--- src/rtl/cpu_pkg.sv ---
`default_nettype none
// ============================================================================
// Module      : cpu_pkg
// Description : Shared opcode, state and control-select encodings for the
//               CPU controller.
// Revision    : 1.0
// ============================================================================
package cpu_pkg;

  localparam logic [4:0] OPC_LUI    = 5'b01101;
  localparam logic [4:0] OPC_AUIPC  = 5'b00101;
  localparam logic [4:0] OPC_JAL    = 5'b11011;
  localparam logic [4:0] OPC_JALR   = 5'b11001;
  localparam logic [4:0] OPC_BRANCH = 5'b11000;
  localparam logic [4:0] OPC_LOAD   = 5'b00000;
  localparam logic [4:0] OPC_STORE  = 5'b01000;
  localparam logic [4:0] OPC_OP_IMM = 5'b00100;
  localparam logic [4:0] OPC_OP     = 5'b01100;
  localparam logic [4:0] OPC_SYSTEM = 5'b11100;

  typedef enum logic [2:0] {
    ST_IDLE   = 3'd0,
    ST_FETCH  = 3'd1,
    ST_DECODE = 3'd2,
    ST_EXEC   = 3'd3,
    ST_MEM    = 3'd4,
    ST_WB     = 3'd5,
    ST_HALT   = 3'd6,
    ST_TRAP   = 3'd7
  } state_t;

  localparam logic [1:0] WB_ALU = 2'b00;
  localparam logic [1:0] WB_MEM = 2'b01;
  localparam logic [1:0] WB_PC4 = 2'b10;
  localparam logic [1:0] WB_IMM = 2'b11;

  localparam logic [1:0] PC_PLUS4 = 2'b00;
  localparam logic [1:0] PC_IMM   = 2'b01;
  localparam logic [1:0] PC_ALU   = 2'b10;

  localparam logic [1:0] ALU_ADD  = 2'b00;
  localparam logic [1:0] ALU_FUNC = 2'b01;
  localparam logic [1:0] ALU_CMP  = 2'b10;

  typedef struct packed {
    logic is_lui;
    logic is_auipc;
    logic is_jal;
    logic is_jalr;
    logic is_branch;
    logic is_load;
    logic is_store;
    logic is_op_imm;
    logic is_op;
    logic is_system;
    logic writes_rd;
    logic is_legal;
  } ctrl_class_t;

endpackage
`default_nettype wire

--- src/rtl/ctrl_class_decode.sv ---
`default_nettype none
// ============================================================================
// Module      : ctrl_class_decode
// Description : Maps the 5-bit opcode onto instruction-class flags.
// Revision    : 1.0
// ============================================================================
module ctrl_class_decode
  import cpu_pkg::*;
(
  input  logic [4:0]  opcode,
  output ctrl_class_t cls
);

  always_comb begin
    cls           = '0;
    cls.is_lui    = (opcode == OPC_LUI);
    cls.is_auipc  = (opcode == OPC_AUIPC);
    cls.is_jal    = (opcode == OPC_JAL);
    cls.is_jalr   = (opcode == OPC_JALR);
    cls.is_branch = (opcode == OPC_BRANCH);
    cls.is_load   = (opcode == OPC_LOAD);
    cls.is_store  = (opcode == OPC_STORE);
    cls.is_op_imm = (opcode == OPC_OP_IMM);
    cls.is_op     = (opcode == OPC_OP);
    cls.is_system = (opcode == OPC_SYSTEM);
    cls.writes_rd = cls.is_lui | cls.is_auipc | cls.is_jal | cls.is_jalr |
                    cls.is_load | cls.is_op | cls.is_op_imm;
    // SYSTEM is handled separately by the FSM and is not part of this set
    cls.is_legal  = cls.writes_rd | cls.is_branch | cls.is_store;
  end

endmodule
`default_nettype wire

--- src/rtl/cpu_controller.sv ---
`default_nettype none
// ============================================================================
// Module      : cpu_controller
// Description : Multi-cycle FETCH/DECODE/EXEC/MEM/WB sequencer with memory
//               handshakes, datapath selects and retired-instruction count.
// Revision    : 1.0
// ============================================================================
module cpu_controller
  import cpu_pkg::*;
(
  input  logic        clk,
  input  logic        rst_n,
  input  logic [4:0]  opcode,
  input  logic [2:0]  func3,
  input  logic        func7,
  input  logic [4:0]  rd_index,
  input  logic        br_taken,
  input  logic        im_ready,
  input  logic        dm_ready,
  output logic        im_req,
  output logic        ir_we,
  output logic        opd_we,
  output logic        alu_src_a,
  output logic        alu_src_b,
  output logic [1:0]  alu_op_sel,
  output logic        dm_req,
  output logic        dm_we,
  output logic        reg_we,
  output logic [1:0]  wb_sel,
  output logic        pc_we,
  output logic [1:0]  pc_sel,
  output logic        halted,
  output logic        illegal,
  output logic [31:0] instret
);

  ctrl_class_t w_cls;
  state_t      r_state;
  logic        r_br_q;
  logic [31:0] r_instret;
  logic        w_alu_active;
  logic        w_unused_func;

  // func3/func7 are consumed by the ALU itself; the sequencer ignores them
  assign w_unused_func = ^{func3, func7};

  ctrl_class_decode u_class_decode (
    .opcode (opcode),
    .cls    (w_cls)
  );

  always_ff @(posedge clk) begin
    if (!rst_n) begin
      r_state   <= ST_IDLE;
      r_instret <= '0;
      r_br_q    <= 1'b0;
    end else begin
      case (r_state)
        ST_IDLE:   r_state <= ST_FETCH;
        ST_FETCH:  if (im_ready) r_state <= ST_DECODE;
        ST_DECODE: begin
          if (w_cls.is_system)     r_state <= ST_HALT;
          else if (!w_cls.is_legal) r_state <= ST_TRAP;
          else                     r_state <= ST_EXEC;
        end
        ST_EXEC: begin
          if (w_cls.is_load || w_cls.is_store) begin
            r_state <= ST_MEM;
          end else begin
            r_state <= ST_WB;
            r_br_q  <= br_taken;
          end
        end
        ST_MEM:    if (dm_ready) r_state <= ST_WB;
        ST_WB: begin
          r_instret <= r_instret + 32'd1;
          r_state   <= ST_FETCH;
        end
        ST_HALT:   r_state <= ST_HALT;
        ST_TRAP:   r_state <= ST_TRAP;
        default:   r_state <= ST_IDLE;
      endcase
    end
  end

  // ALU select stays stable from EXEC through WB so addresses/results hold
  assign w_alu_active = (r_state == ST_EXEC) || (r_state == ST_MEM) ||
                        (r_state == ST_WB);

  always_comb begin
    im_req     = 1'b0;
    ir_we      = 1'b0;
    opd_we     = 1'b0;
    alu_src_a  = 1'b0;
    alu_src_b  = 1'b0;
    alu_op_sel = ALU_ADD;
    dm_req     = 1'b0;
    dm_we      = 1'b0;
    reg_we     = 1'b0;
    wb_sel     = WB_ALU;
    pc_we      = 1'b0;
    pc_sel     = PC_PLUS4;
    halted     = 1'b0;
    illegal    = 1'b0;

    if (w_alu_active) begin
      if (w_cls.is_op) begin
        alu_op_sel = ALU_FUNC;
      end else if (w_cls.is_op_imm) begin
        alu_src_b  = 1'b1;
        alu_op_sel = ALU_FUNC;
      end else if (w_cls.is_load || w_cls.is_store || w_cls.is_jalr) begin
        alu_src_b  = 1'b1;
      end else if (w_cls.is_auipc) begin
        alu_src_a  = 1'b1;
        alu_src_b  = 1'b1;
      end else if (w_cls.is_branch) begin
        alu_op_sel = ALU_CMP;
      end
    end

    case (r_state)
      ST_FETCH: begin
        im_req = 1'b1;
        ir_we  = im_ready;
      end
      ST_DECODE: opd_we = 1'b1;
      ST_MEM: begin
        dm_req = 1'b1;
        dm_we  = w_cls.is_store;
      end
      ST_WB: begin
        pc_we  = 1'b1;
        reg_we = w_cls.writes_rd && (rd_index != 5'd0);
        if (w_cls.is_lui)                        wb_sel = WB_IMM;
        else if (w_cls.is_jal || w_cls.is_jalr)  wb_sel = WB_PC4;
        else if (w_cls.is_load)                  wb_sel = WB_MEM;
        if (w_cls.is_jal)                        pc_sel = PC_IMM;
        else if (w_cls.is_jalr)                  pc_sel = PC_ALU;
        else if (w_cls.is_branch && r_br_q)      pc_sel = PC_IMM;
      end
      ST_HALT:   halted  = 1'b1;
      ST_TRAP:   illegal = 1'b1;
      default: ;
    endcase
  end

  assign instret = r_instret;

endmodule
`default_nettype wire

--- config.mk ---
export PLATFORM = sky130hd
export DESIGN_NAME = cpu_controller
export DESIGN_NICKNAME = d
export VERILOG_FILES = /design/src/rtl/cpu_pkg.sv /design/src/rtl/ctrl_class_decode.sv /design/src/rtl/cpu_controller.sv
export SDC_FILE = /design/constraint.sdc
export NUM_CORES = 1
export LEC_CHECK = 0
export CAP_MARGIN = 15
export CORE_ASPECT_RATIO = 0.7
export CORE_MARGIN = 2
export CORE_UTILIZATION = 49
export CTS_CLUSTER_SIZE = 30
export DETAILED_ROUTE_END_ITERATION = 12
export GPL_TIMING_DRIVEN = 0
export HOLD_SLACK_MARGIN = 0.15
export PLACE_DENSITY = 0.87
export SYNTH_ARGS = -nofsm -noshare
export SYNTH_HDL_FRONTEND = slang
export SYNTH_SLANG_ARGS = --single-unit
--- constraint.sdc ---
create_clock -name clk -period 4.4 [get_ports clk]
set_input_delay 1.1 -clock clk [delete_from_list [all_inputs] [get_ports clk]]
set_output_delay 1.1 -clock clk [all_outputs]
set_load 0.1 [all_outputs]
==> run_results.csv <==
group,metric,value,unit
synthesis,synth.ff_latch_count,36,
drt,wl_per_cell,15.50,um
drt,antenna_left,0,
grt,grt_usage,27.77,%
place,dp_hpwl,4.305,mm
synthesis,ys.warnings.count,0,
place,place_area,0.002698,mm^2
place,portBuffers,61,
final_layout,diodes,0,
drt,wl,5.937,mm
synthesis,synth_fp_nets,282,
sta,hold_viol,0,
synthesis,synthesis.area,0.002011,mm^2
final_layout,final_cell_mix,"clkdlybuf4s50_1 (51), dfxtp_1 (36), a21oi_1 (26), nand2_1 (24), nor2_1 (23)",
setup_path,cp_slowest_cell,"dlygate4sd2_1",
clock_tree,cts_tree,"done",
sta,max_freq,0.2322,GHz
final_layout,final_common_cell,"clkdlybuf4s50_1",
clock_tree,clock_latency,0.30,ns
die,die_area,0.004640,mm^2
grt,antenna_found_initial,0,
sta,fin_setup_tns,0,ns
power,ir_drop,0.1804,mV
clock_tree,cts.sinks,36,
synthesis,ys_types,35,
drt,drtIter0Drc,205,
place,gp_congestion,0.8801,
sta,finalCritPeriodShare,97.89,%
synthesis,seq_area_frac_synth,35.84,%
setup_path,cp_slowest_stage_delay,0.89,ns
clock_tree,cts_buffers,5,
final_layout,design_area,0.002758,mm^2
sta,period_minus_slack,4.307,ns
sta,rsz0062_at_grt,"no",
die,initial_core_util,51.26,%
setup_path,cp.buffers_inverters,2,
drt,route.detailed.drc,0,
grt,use_met3,7.278,%
drt,vias,2287,
sta,slew_headroom,33.00,%
setup_path,crit_chain,"clkdlybuf4s50_1 -> and2_1 -> a21oi_1 -> o21ai_0 -> nor3b_1 -> dlygate4sd2_1",
setup_path,critPathMaxFanout,7,
hold_path,worstHoldPathType,"reg2reg",
die,io_pins,68,
die,core_region_area,0.003923,mm^2
final_layout,multi_input_area,0.001215,mm^2
clock_tree,cts_max_level,2,
grt,use_met1,40.50,%
final_layout,area_growth,37.15,%
synthesis,synthTopCellsByArea,"dfxtp_1 (36%), a21oi_1 (6.5%), nand2_1 (4.5%)",
power,power,0.6651,mW
clock_tree,cts_max_path_buffers,2,
grt,grt_busiest_layer,"met2",
grt,grt_pass1_vias,2067,
power,p_leak,0.8890,nW
final_layout,layout.nets,350,
clock_tree,clk_pin_slew_worst_paths,0.07,ns
drt,drtPass1Iterations,5,
grt,grt_pass1_wl,9.908,mm
synthesis,synth.avg_cell_area,7.674,um^2
synthesis,synth_cells,262,
synthesis,synth.largest_area_cell,"dfxtp_1",
setup_path,crit_path_start_kind,"input port",
setup_path,cp.required,3.30,ns
die,core.rowCount,19,
die,die_w,80.57,um
sta,worstMarginPinSlew,1.002,ns
power,powerDensity,241.2,mW/mm^2
grt,use_met2,40.95,%
final_layout,layout-drive-gt1-share,5.740,%
sta,fin_skew,0.006648,ns
setup_path,crit_type,"in2out",
final_layout,seq_area,720.7,um^2
synthesis,synth_top_area_share,35.84,%
setup_path,cp-end-kind,"output pin",
job,cap_violations,0,
drt,vias_per_cell,5.971,
sta,worst_hold_slack,0.4823,ns
status,status,"completed",
die,die_h,57.60,um
setup_path,worstPathArrival,3.21,ns
sta,finalSetupViolCount,0,
clock_tree,cts_root_buffer,"clkbuf_8",
sta,slew_violations,0,
clock_tree,postCtsHoldBufs,0,
final_layout,n_fill_cell,332,
setup_path,cp_top_family,"buffers and inverters",
grt,overflow,0,
grt,grt_max_degree,11,
registers in the layout, indices dropped and copies added (netlist names):
register	count
instret	32
r_state	3
r_br_q	1
Yosys cell counts (all sizes together):
master	instances
or4	12
nor2	23
or3	11
a21oi	26
and3	6
nand4	5
ha	1
nor4b	2
a21o	1
a221oi	1
o31ai	9
a22oi	1
nand4b	2
nand3b	1
o21ai	13
xor2	2
inv	8
and4b	1
and3b	1
dfxtp	36
xnor2	9
nor4	7
clkbuf	10
nor3b	3
buf	4
and2	4
nand2	24
nand3	16
mux2i	4
and4	3
nand2b	7
mux2	1
nor3	8
through the flow:
stage                     setup slack (ns)  util (%)  cells
after global routing               0.01703     70.30    383
after floorplan                     -1.355         -    262
after detailed placement           -0.2854     68.77    375
after CTS                          0.01411     70.75    383
after global placement             -0.2591     68.77    375
final                              0.09274     70.30    383
power breakdown:
part / leakage, nW / switching (mW) / internal (mW)
sequential: 0.290 / 0.00190 / 0.328
clock: 0.0455 / 0.116 / 0.128
combinational: 0.553 / 0.0624 / 0.0288
total: 0.889 / 0.180 / 0.485
layout make-up:
cell class	count	area share [%]
clock buffer	8	3.267
inverter	8	1.089
sequential	36	26.13
multi-input combinational	204	44.06
buffer	14	2.042
timing repair buffer	61	21.05
tap	52	2.359
final timing paths:
path                            slack, ns  depth (start not counted)                        to                      from
worst max-delay path                 0.09                          6                 alu_src_b                 opcode[4]
worst min-delay path                 0.48                          2  instret[29]$_SDFFE_PN0P_  instret[29]$_SDFFE_PN0P_
worst max register to register       1.99                          6  instret[24]$_SDFFE_PN0P_   instret[0]$_SDFFE_PN0P_
worst min register to register       0.48                          2  instret[29]$_SDFFE_PN0P_  instret[29]$_SDFFE_PN0P_
routing by layer:
layer	part of all wire (%)	vias up	wire, um
met5	0	-	0
met4	1.2	0	74
met3	7.6	11	452
met2	44	97	2626
met1	47	1087	2783
li1	-	1092	-
worst register-to-register path, cell delays in order (launching register included):
cell      delay, ns
dfxtp_1        0.44
ha_1           0.21
nand4b_1       0.27
or3_1          0.59
clkbuf_1       0.28
or3_1          0.37
a21oi_1        0.17
kinds of logic after synthesis:
logic type | after synthesis | synth area share (%)
simple gates | 136 | 37.65
compound gates | 51 | 14.25
flops | 36 | 35.84
buf+inv | 22 | 4.294
xor+xnor | 11 | 4.792
mux | 5 | 2.551
fa+ha+maj | 1 | 0.6222
timing repair:
action | CTS | global route
buffers inserted | 0 | 0
resized for setup | 10 | 12
endpoints found under the setup margin | 10 | 6
(Power assumes the default switching activity.)
